`config.mk`:
```
export PLATFORM = sky130hd
export DESIGN_NAME = renkon_linebuf_flat
export DESIGN_NICKNAME = d
export VERILOG_FILES = /design/src/rtl/renkon_linebuf_pkg.sv /design/src/rtl/renkon_linebuf_if.sv /design/src/rtl/renkon_linebuf_row.sv /design/src/rtl/renkon_linebuf.sv /design/src/flat_wrapper.sv
export SDC_FILE = /design/constraint.sdc
export NUM_CORES = 1
export LEC_CHECK = 0
export BUFFER_PORTS_ARGS = -buffer_cell sky130_fd_sc_hd__buf_2
export CAP_MARGIN = 40
export CORE_MARGIN = 4
export CORE_UTILIZATION = 25
export CTS_CLUSTER_DIAMETER = 60
export DETAILED_ROUTE_END_ITERATION = 6
export PLACE_DENSITY_LB_ADDON = 0.15
export SLEW_MARGIN = 0
export SYNTH_ARGS = -nofsm -noshare
export SYNTH_HDL_FRONTEND = slang
export SYNTH_HIERARCHICAL = 1
export SYNTH_SLANG_ARGS = --single-unit
```
`constraint.sdc`:
```
create_clock -name clk -period 6.2 [get_ports clk]
set_input_delay 0.93 -clock clk [delete_from_list [all_inputs] [get_ports clk]]
set_output_delay 0.93 -clock clk [all_outputs]
set_load 0.02 [all_outputs]
```
`src/rtl/renkon_linebuf_pkg.sv`:
```
// rtl/renkon_linebuf_pkg.sv - shared pixel width, window size and FSM state type
package renkon_linebuf_pkg;
  localparam int DWIDTH = 8;
  localparam int FSIZE  = 3;
  localparam int NWIN   = FSIZE * FSIZE;

  typedef enum logic {
    IDLE   = 1'b0,
    ACTIVE = 1'b1
  } state_t;
endpackage

```
`src/rtl/renkon_linebuf_if.sv`:
```
// rtl/renkon_linebuf_if.sv - pixel stream in, window stream out, control/status
interface renkon_linebuf_if
  import renkon_linebuf_pkg::*;
#(
  parameter int LWIDTH = 10
) ();
  logic                     buf_start;
  logic [LWIDTH-1:0]        img_size;
  logic                     pixel_we;
  logic signed [DWIDTH-1:0] pixel_din;
  logic signed [DWIDTH-1:0] pixel_out [NWIN];
  logic                     out_valid;
  logic                     buf_busy;
  logic                     buf_done;

  modport master (
    output buf_start, img_size, pixel_we, pixel_din,
    input  pixel_out, out_valid, buf_busy, buf_done
  );

  modport slave (
    input  buf_start, img_size, pixel_we, pixel_din,
    output pixel_out, out_valid, buf_busy, buf_done
  );
endinterface

```
`src/rtl/renkon_linebuf_row.sv`:
```
// rtl/renkon_linebuf_row.sv - one image line of storage, combinational read at addr
module renkon_linebuf_row
  import renkon_linebuf_pkg::*;
#(
  parameter int MAXW = 32,
  parameter int AW   = $clog2(MAXW)
) (
  input  logic                     clk,
  input  logic                     we,
  input  logic [AW-1:0]            addr,
  input  logic signed [DWIDTH-1:0] din,
  output logic signed [DWIDTH-1:0] dout
);
  logic signed [DWIDTH-1:0] mem [MAXW];

  // Contents are never reset: every column is rewritten before it can reach a valid window.
  always_ff @(posedge clk) begin
    if (we) mem[addr] <= din;
  end

  assign dout = mem[addr];
endmodule

```
`src/rtl/renkon_linebuf.sv`:
```
// rtl/renkon_linebuf.sv - sliding FSIZE x FSIZE window generator over a square pixel stream
module renkon_linebuf
  import renkon_linebuf_pkg::*;
#(
  parameter int MAXW   = 32,
  parameter int LWIDTH = 10
) (
  input logic              clk,
  input logic              xrst,
  renkon_linebuf_if.slave  bus
);
  localparam int AW = $clog2(MAXW);

  state_t                   state_q, state_d;
  logic [LWIDTH-1:0]        col, row, size;
  logic                     accept, col_last, last_pix;
  logic                     out_valid_q, buf_done_q;
  logic signed [DWIDTH-1:0] win    [FSIZE][FSIZE];
  logic signed [DWIDTH-1:0] lb_din [FSIZE-1];
  logic signed [DWIDTH-1:0] lb_dout[FSIZE-1];
  logic signed [DWIDTH-1:0] column [FSIZE];

  assign accept   = bus.pixel_we && (state_q == ACTIVE) && !bus.buf_start;
  assign col_last = (col == size - LWIDTH'(1));
  assign last_pix = col_last && (row == size - LWIDTH'(1));

  // Chain: lb[0] takes the incoming pixel, each deeper line takes the one above it.
  for (genvar k = 0; k < FSIZE - 1; k++) begin : g_lb
    if (k == 0) begin : g_head
      assign lb_din[k] = bus.pixel_din;
    end else begin : g_tail
      assign lb_din[k] = lb_dout[k-1];
    end
    renkon_linebuf_row #(.MAXW(MAXW), .AW(AW)) u_row (
      .clk  (clk),
      .we   (accept),
      .addr (col[AW-1:0]),
      .din  (lb_din[k]),
      .dout (lb_dout[k])
    );
  end

  always_comb begin
    for (int r = 0; r < FSIZE - 1; r++) column[r] = lb_dout[FSIZE-2-r];
    column[FSIZE-1] = bus.pixel_din;
  end

  always_ff @(posedge clk or negedge xrst) begin
    if (!xrst) state_q <= IDLE;
    else       state_q <= state_d;
  end

  always_comb begin
    state_d = state_q;
    if (bus.buf_start)          state_d = ACTIVE;
    else if (accept && last_pix) state_d = IDLE;
  end

  always_ff @(posedge clk or negedge xrst) begin
    if (!xrst) begin
      col  <= '0;
      row  <= '0;
      size <= '0;
    end else if (bus.buf_start) begin
      col  <= '0;
      row  <= '0;
      size <= bus.img_size;
    end else if (accept) begin
      if (col_last) begin
        col <= '0;
        row <= row + LWIDTH'(1);
      end else begin
        col <= col + LWIDTH'(1);
      end
    end
  end

  always_ff @(posedge clk or negedge xrst) begin
    if (!xrst) begin
      for (int r = 0; r < FSIZE; r++)
        for (int c = 0; c < FSIZE; c++) win[r][c] <= '0;
    end else if (accept) begin
      for (int r = 0; r < FSIZE; r++) begin
        for (int c = 0; c < FSIZE - 1; c++) win[r][c] <= win[r][c+1];
        win[r][FSIZE-1] <= column[r];
      end
    end
  end

  // Both row and col gates keep windows that straddle a line wrap from ever being flagged.
  always_ff @(posedge clk or negedge xrst) begin
    if (!xrst) begin
      out_valid_q <= 1'b0;
      buf_done_q  <= 1'b0;
    end else begin
      out_valid_q <= accept && (row >= LWIDTH'(FSIZE-1)) && (col >= LWIDTH'(FSIZE-1));
      buf_done_q  <= accept && last_pix;
    end
  end

  for (genvar r = 0; r < FSIZE; r++) begin : g_out_r
    for (genvar c = 0; c < FSIZE; c++) begin : g_out_c
      assign bus.pixel_out[r*FSIZE+c] = win[r][c];
    end
  end

  assign bus.out_valid = out_valid_q;
  assign bus.buf_done  = buf_done_q;
  assign bus.buf_busy  = (state_q == ACTIVE);
endmodule
```
`src/flat_wrapper.sv`:
```
// flat-port wrapper written by rule: the top's interface ports become plain ports
module renkon_linebuf_flat import renkon_linebuf_pkg::*;
#(
  parameter int MAXW   = 32,
  parameter int LWIDTH = 10
)
  (clk, xrst, bus_buf_start, bus_img_size, bus_pixel_we, bus_pixel_din, bus_pixel_out, bus_out_valid, bus_buf_busy, bus_buf_done);
  renkon_linebuf_if #(.LWIDTH(LWIDTH)) bus_i ();
  input logic clk;
  input logic xrst;
  input wire logic [$bits(bus_i.buf_start)-1:0] bus_buf_start;
  input wire logic [$bits(bus_i.img_size)-1:0] bus_img_size;
  input wire logic [$bits(bus_i.pixel_we)-1:0] bus_pixel_we;
  input wire logic [$bits(bus_i.pixel_din)-1:0] bus_pixel_din;
  output wire logic [$bits(bus_i.pixel_out)-1:0] bus_pixel_out;
  output wire logic [$bits(bus_i.out_valid)-1:0] bus_out_valid;
  output wire logic [$bits(bus_i.buf_busy)-1:0] bus_buf_busy;
  output wire logic [$bits(bus_i.buf_done)-1:0] bus_buf_done;
  assign bus_i.buf_start = bus_buf_start;
  assign bus_i.img_size = bus_img_size;
  assign bus_i.pixel_we = bus_pixel_we;
  assign bus_i.pixel_din = bus_pixel_din;
  assign bus_pixel_out = {>>{bus_i.pixel_out}};
  assign bus_out_valid = bus_i.out_valid;
  assign bus_buf_busy = bus_i.buf_busy;
  assign bus_buf_done = bus_i.buf_done;
  renkon_linebuf #(.MAXW(MAXW), .LWIDTH(LWIDTH)) u_core (.clk(clk), .xrst(xrst), .bus(bus_i));
endmodule
```
==> run summary, run 1 <==
Max Slew Vio Count - 0
Critical Path RT - 6420 ps
Clock Latency Late Sink - 600 ps
unrepaired setup endpoints after global routing - no
first-pass GRT wire length - 102000 µm
Total Wirelength - 69200 µm
worst slew pin tran - 827 ps
CP max stage delay - 830 ps
overflow left after global routing - 0
Initial Util - 25.3%
Syn Nets - 1732
routed wl met3 - 2370 µm
drt via density - 4.58
Max Root-Sink Buffers - 3
routed metal-1 wirelength - 32600 µm
syn avg cell area - 14.7 µm²
Worst-path clk slew - 60 ps
Die Span X - 325 µm
FF/Latch Area - 18000 µm²
Core ar. - 99000 µm²
Design Area, Final - 29300 µm²
Yosys reg bits - 617
synth unique cells - 48
row count - 115
TritonCTS clock tree - built
fraction of layout cells with a size suffix above 1 - 14.0%
DR iter-0 viols - 1009
Compound-Gate Fraction of Synth Area - 4.48%
mux cell area share after synthesis - 10.8%
sequential fraction of the synthesis area - 71.8%
largest net degree at the start of global routing - 103
final net count - 1832
simple-gate share of the synthesized area - 9.46%
DR WL/cell - 22.0 µm
met2 wire len - 32800 µm
CTS Buf Count - 72
CTS resizes - 0
die area - 105000 µm²
initial antenna violation count - 0
Cell Chain, Critical Path - buf_2 -> nand2b_2 -> inv_2 -> nand3b_1 -> nor2_1
Synth Warn # - 6
vias in the first global route - 14700
Vias - 14400
status - completed
Syn Std Cell Area - 25100 µm²
Post-synth ARST share - 17.0%
Rel. slew slack - 44.9%
Final Cycle Share - 56.2%
TritonRoute pass-1 iters - 5
top_reg_cell synth - edfxtp_1
Layout Utilization - 29.6%
port bufs - 96
hold crit path type - in -> async
main combinational cell family by area after synthesis - multiplexers
Clock Sinks - 617
critical path class - in -> reg
cell family with most CP delay - simple AND/OR/NAND/NOR gates
area taken by multi-input logic gates - 6520 µm²
Worst path slowest cell - nor2_1
Placed Instance Area - 27100 µm²
Tot GR Track Use - 12.9%
# IOs - 97
worst path bufs/invs - 2
adder-cell share of the synthesized area - 0.250%
EDFF count, synth - 512
Syn Inst Count - 1705
Hold Fails Final Rpt - 0
leak pwr - 9.83 nW
DRC - 0
routability cong. - 0.756
max_cap viols - 0
crit end category - flop
WP data arrival - 3700 ps
n_diodes - 0
Final WS setup - 2710 ps
Final setup viols - 0
Clock Tree Root - clkbuf_16
final setup skew - 21.0 ps
post-CTS setup buffers - 0
htree depth - 3
Synth Area in XOR/XNOR - 0.978%
Routed Antenna Nets - 0
Peak Freq - 287 MHz
area grow syn2layout - 17.0%
Max Used Layer - met4
type of origin of the critical path - primary input
chip height - 325 µm
Max VDD drop - 0.176 mV
Worst Setup SP - bus_buf_start
setup_tns - 0 ps
worst reg2reg startpoint - u_core/bus.buf_busy$_DFFE_PN0P_
Critical Path Fanout Max - 44
fin crit period - 3490 ps
HPWL after detailed placement - 44300 µm
Fill cells - 9897
Setup WS pre-CTS - 1880 ps
hold_buf cts - 0
PD cells - 328 nW/µm²
-- cell families after synthesis --
logic type      after synthesis
mux                         270
fa+ha+maj                     5
xor+xnor                     28
simple gates                491
buf+inv                     116
compound gates              178
flops                       617
-- cells in the final DEF, fill, tap and decap left out, types with 10 or more instances in the layout --
| cell type | instances |
|---|---|
| a21oi_1 | 12 |
| buf_2 | 103 |
| buf_4 | 21 |
| clkbuf_1 | 17 |
| clkbuf_16 | 74 |
| clkinv_1 | 13 |
| dfrtp_1 | 101 |
| edfxtp_1 | 512 |
| mux2_2 | 12 |
| mux2i_1 | 257 |
| nand2_1 | 259 |
| nand3_1 | 10 |
| nand3b_1 | 10 |
| nand4bb_1 | 10 |
| nor2_1 | 76 |
| nor3_1 | 20 |
| nor4_1 | 40 |
| o21ai_0 | 11 |
| o22ai_1 | 131 |
| or4_1 | 11 |
| xnor2_1 | 19 |
-- worst register-to-register path: stages (launching register included) --
cell,delay (ps)
dfrtp_1,380
and2_1,480
nand2b_2,130
inv_2,530
nand3b_1,700
nor2_1,830
-- state kept, by name (all words and copies together), names as in the netlist --
| signal | cells |
|---|---|
| u_core/row | 10 |
| u_core/col | 10 |
| u_core/bus.buf_busy | 1 |
| u_core/g_lb.u_row/mem | 512 |
| u_core/bus.out_valid | 1 |
| u_core/bus.pixel_out | 72 |
| u_core/size | 10 |
| u_core/bus.buf_done | 1 |
-- per-stage QoR --
stage	std cells	total power, mW	hold slack, ps
floorplan	1705	5.27	543
global placement	3000	5.64	452
detailed placement	3017	5.67	457
CTS	3144	9.79	239
global route	3145	10.0	261
finish	3145	9.62	266
-- path summary, 6_finish.rpt --
path,slack [ps],end,depth (start not counted)
setup reg to reg,2760,u_core/g_lb[1].u_row/mem[2][1]$_DFFE_PP_,5
hold reg to reg,470,u_core/bus.pixel_out[20]$_DFFE_PN0P_,2
hold / removal,270,u_core/bus.pixel_out[40]$_DFFE_PN0P_,1
min in group clk,470,u_core/bus.pixel_out[20]$_DFFE_PN0P_,2
max in group asynchronous,4950,u_core/col[1]$_DFFE_PN0P_,2
setup / recovery,2710,u_core/g_lb[1].u_row/mem[2][1]$_DFFE_PP_,5
-- synthesized netlist by cell type (all sizes together) (2+ instances only) --
cell	number	share of area [%]
o21ai	11	0.22
and3	4	0.10
o31ai	5	0.15
o31a	2	0.070
and2	2	0.050
clkbuf	42	0.64
or3b	7	0.24
nor3b	3	0.11
ha	5	0.25
or4b	8	0.32
buf	67	1.4
o211ai	4	0.12
or4bb	2	0.090
nor2	76	1.1
xor2	9	0.31
mux2i	257	10
edfxtp	512	61
inv	7	0.10
nor4	41	1.0
nand2	259	3.9
mux2	13	0.58
nand4	8	0.20
or4	11	0.33
nand4b	8	0.28
dfrtp	105	10
or3	2	0.050
nand3b	10	0.30
a31oi	7	0.17
xnor2	19	0.66
nor4b	3	0.10
a21oi	12	0.24
o22ai	133	3.4
nand4bb	10	0.45
nand3	10	0.20
nor3	20	0.40
nor2b	6	0.15
-- power breakdown --
| part | switching (mW) | leakage (nW) | total, mW | internal, mW |
|---|---|---|---|---|
| clock | 1.65 | 1.10 | 4.06 | 2.41 |
| sequential | 0.0932 | 5.96 | 4.75 | 4.66 |
| combinational | 0.568 | 2.77 | 0.810 | 0.242 |
-- layer usage --
metal / vias to the layer above / GRT usage, %
li1: 6696 / -
met4: 0 / 3.30
met1: 7366 / 17.9
met5: - / 0
met3: 89 / 2.18
met2: 247 / 21.0
-- cell type report --
| type | instances | area share, % |
|---|---|---|
| well taps | 1287 | 5.49 |
| multi-input cells | 972 | 22.2 |
| flip-flops and latches | 617 | 61.4 |
| clock buffers | 92 | 6.58 |
| repair buffers | 135 | 3.11 |
| clock inverters | 35 | 1.10 |
| inverters | 7 | 0.0896 |
Note: power is estimated with default switching activity, not from simulation.
==> inputs of run 2 (changes only) <==
- ABC_AREA: not set -> 1
- clock period: 6.2 -> 3.5 ns (I/O delays scaled with it)
==> run summary, run 2 <==
fin crit period - 2700 ps
overflow left after global routing - 0 (unchanged)
Final Cycle Share - 77.1%
Syn Std Cell Area - 26500 µm² (+5.9%)
Final WS setup - 803 ps (-1910 ps)
row count - 119 (+3.5%)
Yosys reg bits - 617 (unchanged)
WP data arrival - 3210 ps (-490 ps)
final setup skew - 31.7 ps (+10.6 ps)
Initial Util - 25.2% (-0.14 points)
DR WL/cell - 17.7 µm (-20%)
sequential fraction of the synthesis area - 67.8% (-4.0 points)
DR iter-0 viols - 1269 (+26%)
Syn Nets - 2752 (+59%)
DP Cell Count - 4188 (+39%)
fraction of layout cells with a size suffix above 1 - 12.2% (-1.8 points)
Placed Instance Area - 29000 µm² (+7.2%)
Worst-path clk slew - 60 ps (about the same)
Clock Latency Late Sink - 640 ps (+40 ps)
first-pass GRT wire length - 117000 µm (+15%)
Clock Tree Root - clkbuf_16
hold crit path type - in -> reg
worst slew pin tran - 871 ps (+44.1 ps)
Routed Antenna Nets - 0 (unchanged)
main area contributors after synthesis - edfxtp_1, nand2_1, dfrtp_1
Rel. slew slack - 41.7% (-3.2 points)
synth unique cells - 34 (-29%)
leak pwr - 13.6 nW (+38%)
n_diodes - 0 (unchanged)
area grow syn2layout - 19.3%
Tot GR Track Use - 13.6% (+0.72 points)
commonest cells after routing, fill and taps aside - nand2_1, edfxtp_1, nor2_1, dfrtp_1, buf_2
Hold Fails Final Rpt - 0 (unchanged)
crit end category - flop
critical path class - reg -> reg
Max Root-Sink Buffers - 3 (unchanged)
drt via density - 4.28 (-6.5%)
most common cell after layout, fill and taps aside - nand2_1
type of origin of the critical path - flop
Post-Layout Cell Count - 4336 (+38%)
Critical Path Fanout Max - 45 (+2.3%)
Core ar. - 105000 µm² (+6.5%)
die area - 111000 µm² (+5.7%)
routability cong. - 0.796 (+5.2%)
htree depth - 3 (unchanged)
HPWL after detailed placement - 48300 µm (+9.1%)
largest area contributor in the netlist - edfxtp_1
setup_tns - 0 ps (unchanged)
EDFF count, synth - 512 (unchanged)
Synth Warn # - 6 (unchanged)
most frequent cell after synthesis - nand2_1
Max Slew Vio Count - 0 (unchanged)
flip-flop count of the largest register after layout - 512 (unchanged)
Peak Freq - 371 MHz
TritonRoute pass-1 iters - 5 (unchanged)
Syn Inst Count - 2725 (+60%)
port bufs - 96 (unchanged)
Clock Sinks - 617 (unchanged)
unrepaired setup endpoints after global routing - no
Max VDD drop - 0.390 mV (+120%)
Yosys top cell area share - 57.9% (-3.4 points)
Total Wirelength - 76600 µm (+11%)
vias in the first global route - 18900 (+28%)
largest net degree at the start of global routing - 168 (+63%)
Final setup viols - 0 (unchanged)
Critical Path RT - 4010 ps (-2410 ps)
final net count - 2906 (+59%)
total power - 24.0 mW (+150%)
chip height - 334 µm (+2.8%)
top_reg_cell synth - edfxtp_1
initial antenna violation count - 1 (+1)
Reg with most FFs - u_core/g_lb.u_row/mem
syn avg cell area - 9.74 µm² (-34%)
PD cells - 758 nW/µm² (+130%)
CTS Buf Count - 79 (+9.7%)
max_cap viols - 0 (unchanged)
# IOs - 97 (unchanged)
DRC - 0 (unchanged)
Vias - 18600 (+29%)
Die Span X - 334 µm (+2.8%)
TritonCTS clock tree - built
Post-synth ARST share - 17.0% (unchanged)
commonest cells in the synthesized netlist - nand2_1, edfxtp_1, nor2_1
status - completed
Design Area, Final - 31700 µm² (+8.0%)
Setup WS pre-CTS - 799 ps (-1080 ps)
[run 2: cell count changes in the layout (fill, tap and decap cells not counted), moves of 17 or more]
cell / before / now
mux2i_1: 257 / 0
o22ai_1: 131 / 4
nand3_1: 10 / 44
buf_4: 21 / 79
inv_2: 1 / 18
nor2_1: 76 / 127
nand2_1: 259 / 1652
nor4_1: 40 / 5
inv_1: 6 / 44
[run 2: layer usage]
| metal | part of all wire [%] | vias to the layer above | GRT usage, % |
|---|---|---|---|
| met4 | 1.8 | 0 | 3.51 |
| met1 | 48 | 9050 | 19.0 |
| met5 | 0 | - | 0 |
| li1 | - | 9085 | - |
| met2 | 46 | 339 | 22.1 |
| met3 | 4.0 | 94 | 2.14 |
[run 2: worst paths after layout]
| kind | from | end | slack (ps) | cells past startpoint |
|---|---|---|---|---|
| hold / removal | bus_img_size[6] | u_core/size[6]$_DFFE_PN0P_ | 110 | 3 |
| max in group asynchronous | xrst | u_core/bus.pixel_out[57]$_DFFE_PN0P_ | 2220 | 3 |
| hold reg to reg | u_core/bus.pixel_out[40]$_DFFE_PN0P_ | u_core/bus.pixel_out[40]$_DFFE_PN0P_ | 460 | 2 |
| min in group asynchronous | xrst | u_core/bus.pixel_out[23]$_DFFE_PN0P_ | 490 | 2 |
| setup / recovery | u_core/col[1]$_DFFE_PN0P_ | u_core/row[1]$_DFFE_PN0P_ | 800 | 14 |
| setup reg to reg | u_core/col[1]$_DFFE_PN0P_ | u_core/row[1]$_DFFE_PN0P_ | 800 | 14 |
[run 2: cell families after synthesis]
family | Yosys count | synth area share [%]
AO/OA/AOI/OAI | 36 | 0.721
XOR/XNOR | 18 | 0.594
adder cells (fa/ha/maj) | 5 | 0.236
buffers and inverters | 180 | 3.30
flip-flops | 617 | 67.8
AND/OR/NAND/NOR | 1869 | 27.3
[run 2: per-stage QoR]
| step | util [%] | hold slack [ps] |
|---|---|---|
| floorplan | - | 229 |
| global placement | 27.4 | 449 |
| detailed placement | 27.5 | 453 |
| CTS | 30.0 | 53.5 |
| global route | 30.0 | 88.0 |
| finish | 30.0 | 109 |
[run 2: worst max-delay path: stages, from the launching register on]
cell     delay, ps
dfrtp_4        650
buf_4          520
inv_1          140
nand2_1         90
nand2_1         50
nor2_1         120
nand3_1         90
nor2_1          90
nand3_1         90
nor2_1         120
nand2_2        100
nand2_4        210
nand2_4        140
nand2_1         90
nand2_1         50
[run 2: cell type report]
type	count	area, µm²
inverters	64	243
repair buffers	189	1370
multi-input cells	1928	7670
clock inverters	52	573
flip-flops and latches	617	18000
clock buffers	95	2070
fillers	11000	73700
well taps	1391	1740
[run 2: repair_timing]
item	4_1_cts	5_1_grt
hold buffers	1	0
gates resized for setup	0	0
endpoints found under the hold margin	49	0
setup buffers	0	0
[run 2: report_power, final]
group | switching, mW | total [mW] | internal, mW
sequential | 0.329 | 9.33 | 9.00
combinational | 4.84 | 6.45 | 1.61
clock | 3.28 | 8.22 | 4.94
total | 8.45 | 24.0 | 15.6
==> inputs of run 3 (changes only) <==
- clock period: 3.5 -> 2.25 ns (I/O delays scaled with it)
==> run summary, run 3 (synthesized netlist as in run 2, its figures left out) <==
status - completed
Vias - 18500 (-0.29%)
switch share - 34.3% (-0.94 points)
Critical Path Fanout Max - 33 (-27%)
worst slew pin tran - 673 ps (-197 ps)
drt via density - 4.18 (-2.3%)
Max VDD drop - 0.572 mV (+47%)
Initial Util - 25.2% (unchanged)
Max Root-Sink Buffers - 3 (unchanged)
CTS Buf Count - 79 (unchanged)
DR iter-0 viols - 1111 (-12%)
fraction of layout cells with a size suffix above 1 - 14.8% (+2.6 points)
DRC - 0 (unchanged)
WHS - 168 ps (+59.1 ps)
area grow syn2layout - 23.2%
max_cap viols - 0 (unchanged)
most common cell after layout, fill and taps aside - nand2_1
crit end category - flop
Design Area, Final - 32700 µm² (+3.2%)
# IOs - 97 (unchanged)
Clock Tree Root - clkbuf_16
Peak Freq - 465 MHz (+25%)
Final WS setup - 99.0 ps (-704 ps)
Net Sw Power - 12.9 mW (+52%)
initial antenna violation count - 0 (-1)
Final Cycle Share - 95.6% (+19 points)
sequential share of power - 38.6% (-0.3 points)
Clock Sinks - 617 (unchanged)
port bufs - 96 (unchanged)
die area - 111000 µm² (unchanged)
routability cong. - 0.769 (-3.4%)
Max Slew Vio Count - 0 (unchanged)
Hold Fails Final Rpt - 0 (unchanged)
row count - 119 (unchanged)
Tot GR Track Use - 13.2% (-0.41 points)
Comb power frac - 28.2% (+1.3 points)
leak pwr - 14.1 nW (+3.8%)
htree depth - 3 (unchanged)
PD cells - 1150 nW/µm² (+52%)
vias in the first global route - 18700 (-1.0%)
final setup skew - 30.5 ps (-1.14 ps)
DR WL/cell - 16.8 µm (-5.0%)
type of origin of the critical path - flop
final net count - 2998 (+3.2%)
Worst-path clk slew - 60 ps (about the same)
WP data arrival - 2500 ps (-710 ps)
overflow left after global routing - 0 (unchanged)
Clock Latency Late Sink - 650 ps (about the same)
Final setup viols - 0 (unchanged)
Critical Path RT - 2600 ps (-1410 ps)
critical path class - reg -> reg
TritonRoute pass-1 iters - 5 (unchanged)
Setup WS pre-CTS - -71.2 ps (-870 ps)
Int Pwr - 24.7 mW (+59%)
fin crit period - 2150 ps (-546 ps)
hold crit path type - in -> reg
first-pass GRT wire length - 115000 µm (-2.0%)
HPWL after detailed placement - 47500 µm (-1.7%)
setup_tns - 0 ps (unchanged)
Reg with most FFs - u_core/g_lb.u_row/mem
Die Span X - 334 µm (unchanged)
Core ar. - 105000 µm² (unchanged)
Placed Instance Area - 29800 µm² (+2.8%)
Total Wirelength - 74300 µm (-3.0%)
flip-flop count of the largest register after layout - 512 (unchanged)
largest net degree at the start of global routing - 73 (-57%)
commonest cells after routing, fill and taps aside - nand2_1, edfxtp_1, buf_4, nor2_1, dfrtp_1
unrepaired setup endpoints after global routing - no
chip height - 334 µm (unchanged)
Rel. slew slack - 55.1% (+13 points)
Routed Antenna Nets - 0 (unchanged)
TritonCTS clock tree - built
Clock Power Share - 33.2% (-1.0 points)
run 3: cell types whose count changed in the layout (fill, tap and decap cells not counted), moves of 6 or more:
cell / delta
buf_4: +56
buf_12: +19
dlygate4sd3_1: +13
clkinvlp_4: +6
inv_6: -6
run 3: worst max-delay path: stages (launching register included):
cell and delay [ps]:
dfrtp_4 510, buf_16 200, buf_12 190, nand2_1 70
nand2_1 50, nand2_1 60, nand2_1 60, nand2_1 70
nand2_1 100, nor2_1 190, nand2_1 130, buf_12 190
run 3: through the flow:
step	power (mW)	util, %	cells
after floorplan	20.9	-	2725
after global placement	25.4	28.3	4262
after detailed placement	25.4	28.3	4263
after CTS	38.2	30.9	4421
after global routing	40.0	31.0	4425
final	37.6	31.0	4426
run 3: final timing paths:
| path | startpoint | to | slack (ps) | depth (start not counted) |
|---|---|---|---|---|
| max in group asynchronous | xrst | u_core/bus.pixel_out[52]$_DFFE_PN0P_ | 1300 | 3 |
| min in group asynchronous | xrst | u_core/row[8]$_DFFE_PN0P_ | 240 | 2 |
| min | bus_pixel_din[2] | u_core/bus.pixel_out[2]$_DFFE_PN0P_ | 170 | 3 |
| min reg2reg | u_core/bus.pixel_out[66]$_DFFE_PN0P_ | u_core/bus.pixel_out[66]$_DFFE_PN0P_ | 470 | 2 |
| max reg2reg | u_core/col[0]$_DFFE_PN0P_ | u_core/g_lb[1].u_row/mem[28][3]$_DFFE_PP_ | 100 | 11 |
| max | u_core/col[0]$_DFFE_PN0P_ | u_core/g_lb[1].u_row/mem[28][3]$_DFFE_PP_ | 100 | 11 |
run 3: layout make-up:
cell class / instances / area, µm²
Fill cell: 10900 / 72700
Sequential cell: 617 / 18000
Multi-Input combinational cell: 1928 / 7720
Timing Repair Buffer: 281 / 2390
Clock buffer: 94 / 2080
Tap cell: 1391 / 1740
Clock inverter: 50 / 523
Inverter: 64 / 244
Antenna cell: 1 / 2.50
run 3: routing by layer:
| layer | up-vias | GRT usage, % | share of wire, % |
|---|---|---|---|
| met5 | - | 0 | 0 |
| met4 | 0 | 3.46 | 2.2 |
| met3 | 96 | 2.19 | 3.8 |
| met2 | 313 | 22.0 | 47 |
| met1 | 8840 | 17.9 | 47 |
| li1 | 9266 | - | - |
run 3: power by group through the flow:
stage | Sequential, mW | Combinational [mW] | Clock, mW
3_3_place_gp | 14.7 | 10.7 | 0
6_report | 14.5 | 10.6 | 12.5
5_1_grt | 14.6 | 12.0 | 13.4
2_1_floorplan | 15.1 | 5.75 | 0
4_1_cts | 14.5 | 10.8 | 12.9
3_5_place_dp | 14.7 | 10.7 | 0
run 3: repair_timing:
item                                    CTS  global route
endpoints found under the setup margin   33           248
hold endpoints to repair                 50             0
hold buffers                             14             0
buffers inserted                          0             3
gates resized for setup                   1            14
pin swaps                                 0             4
gates cloned                              0             1
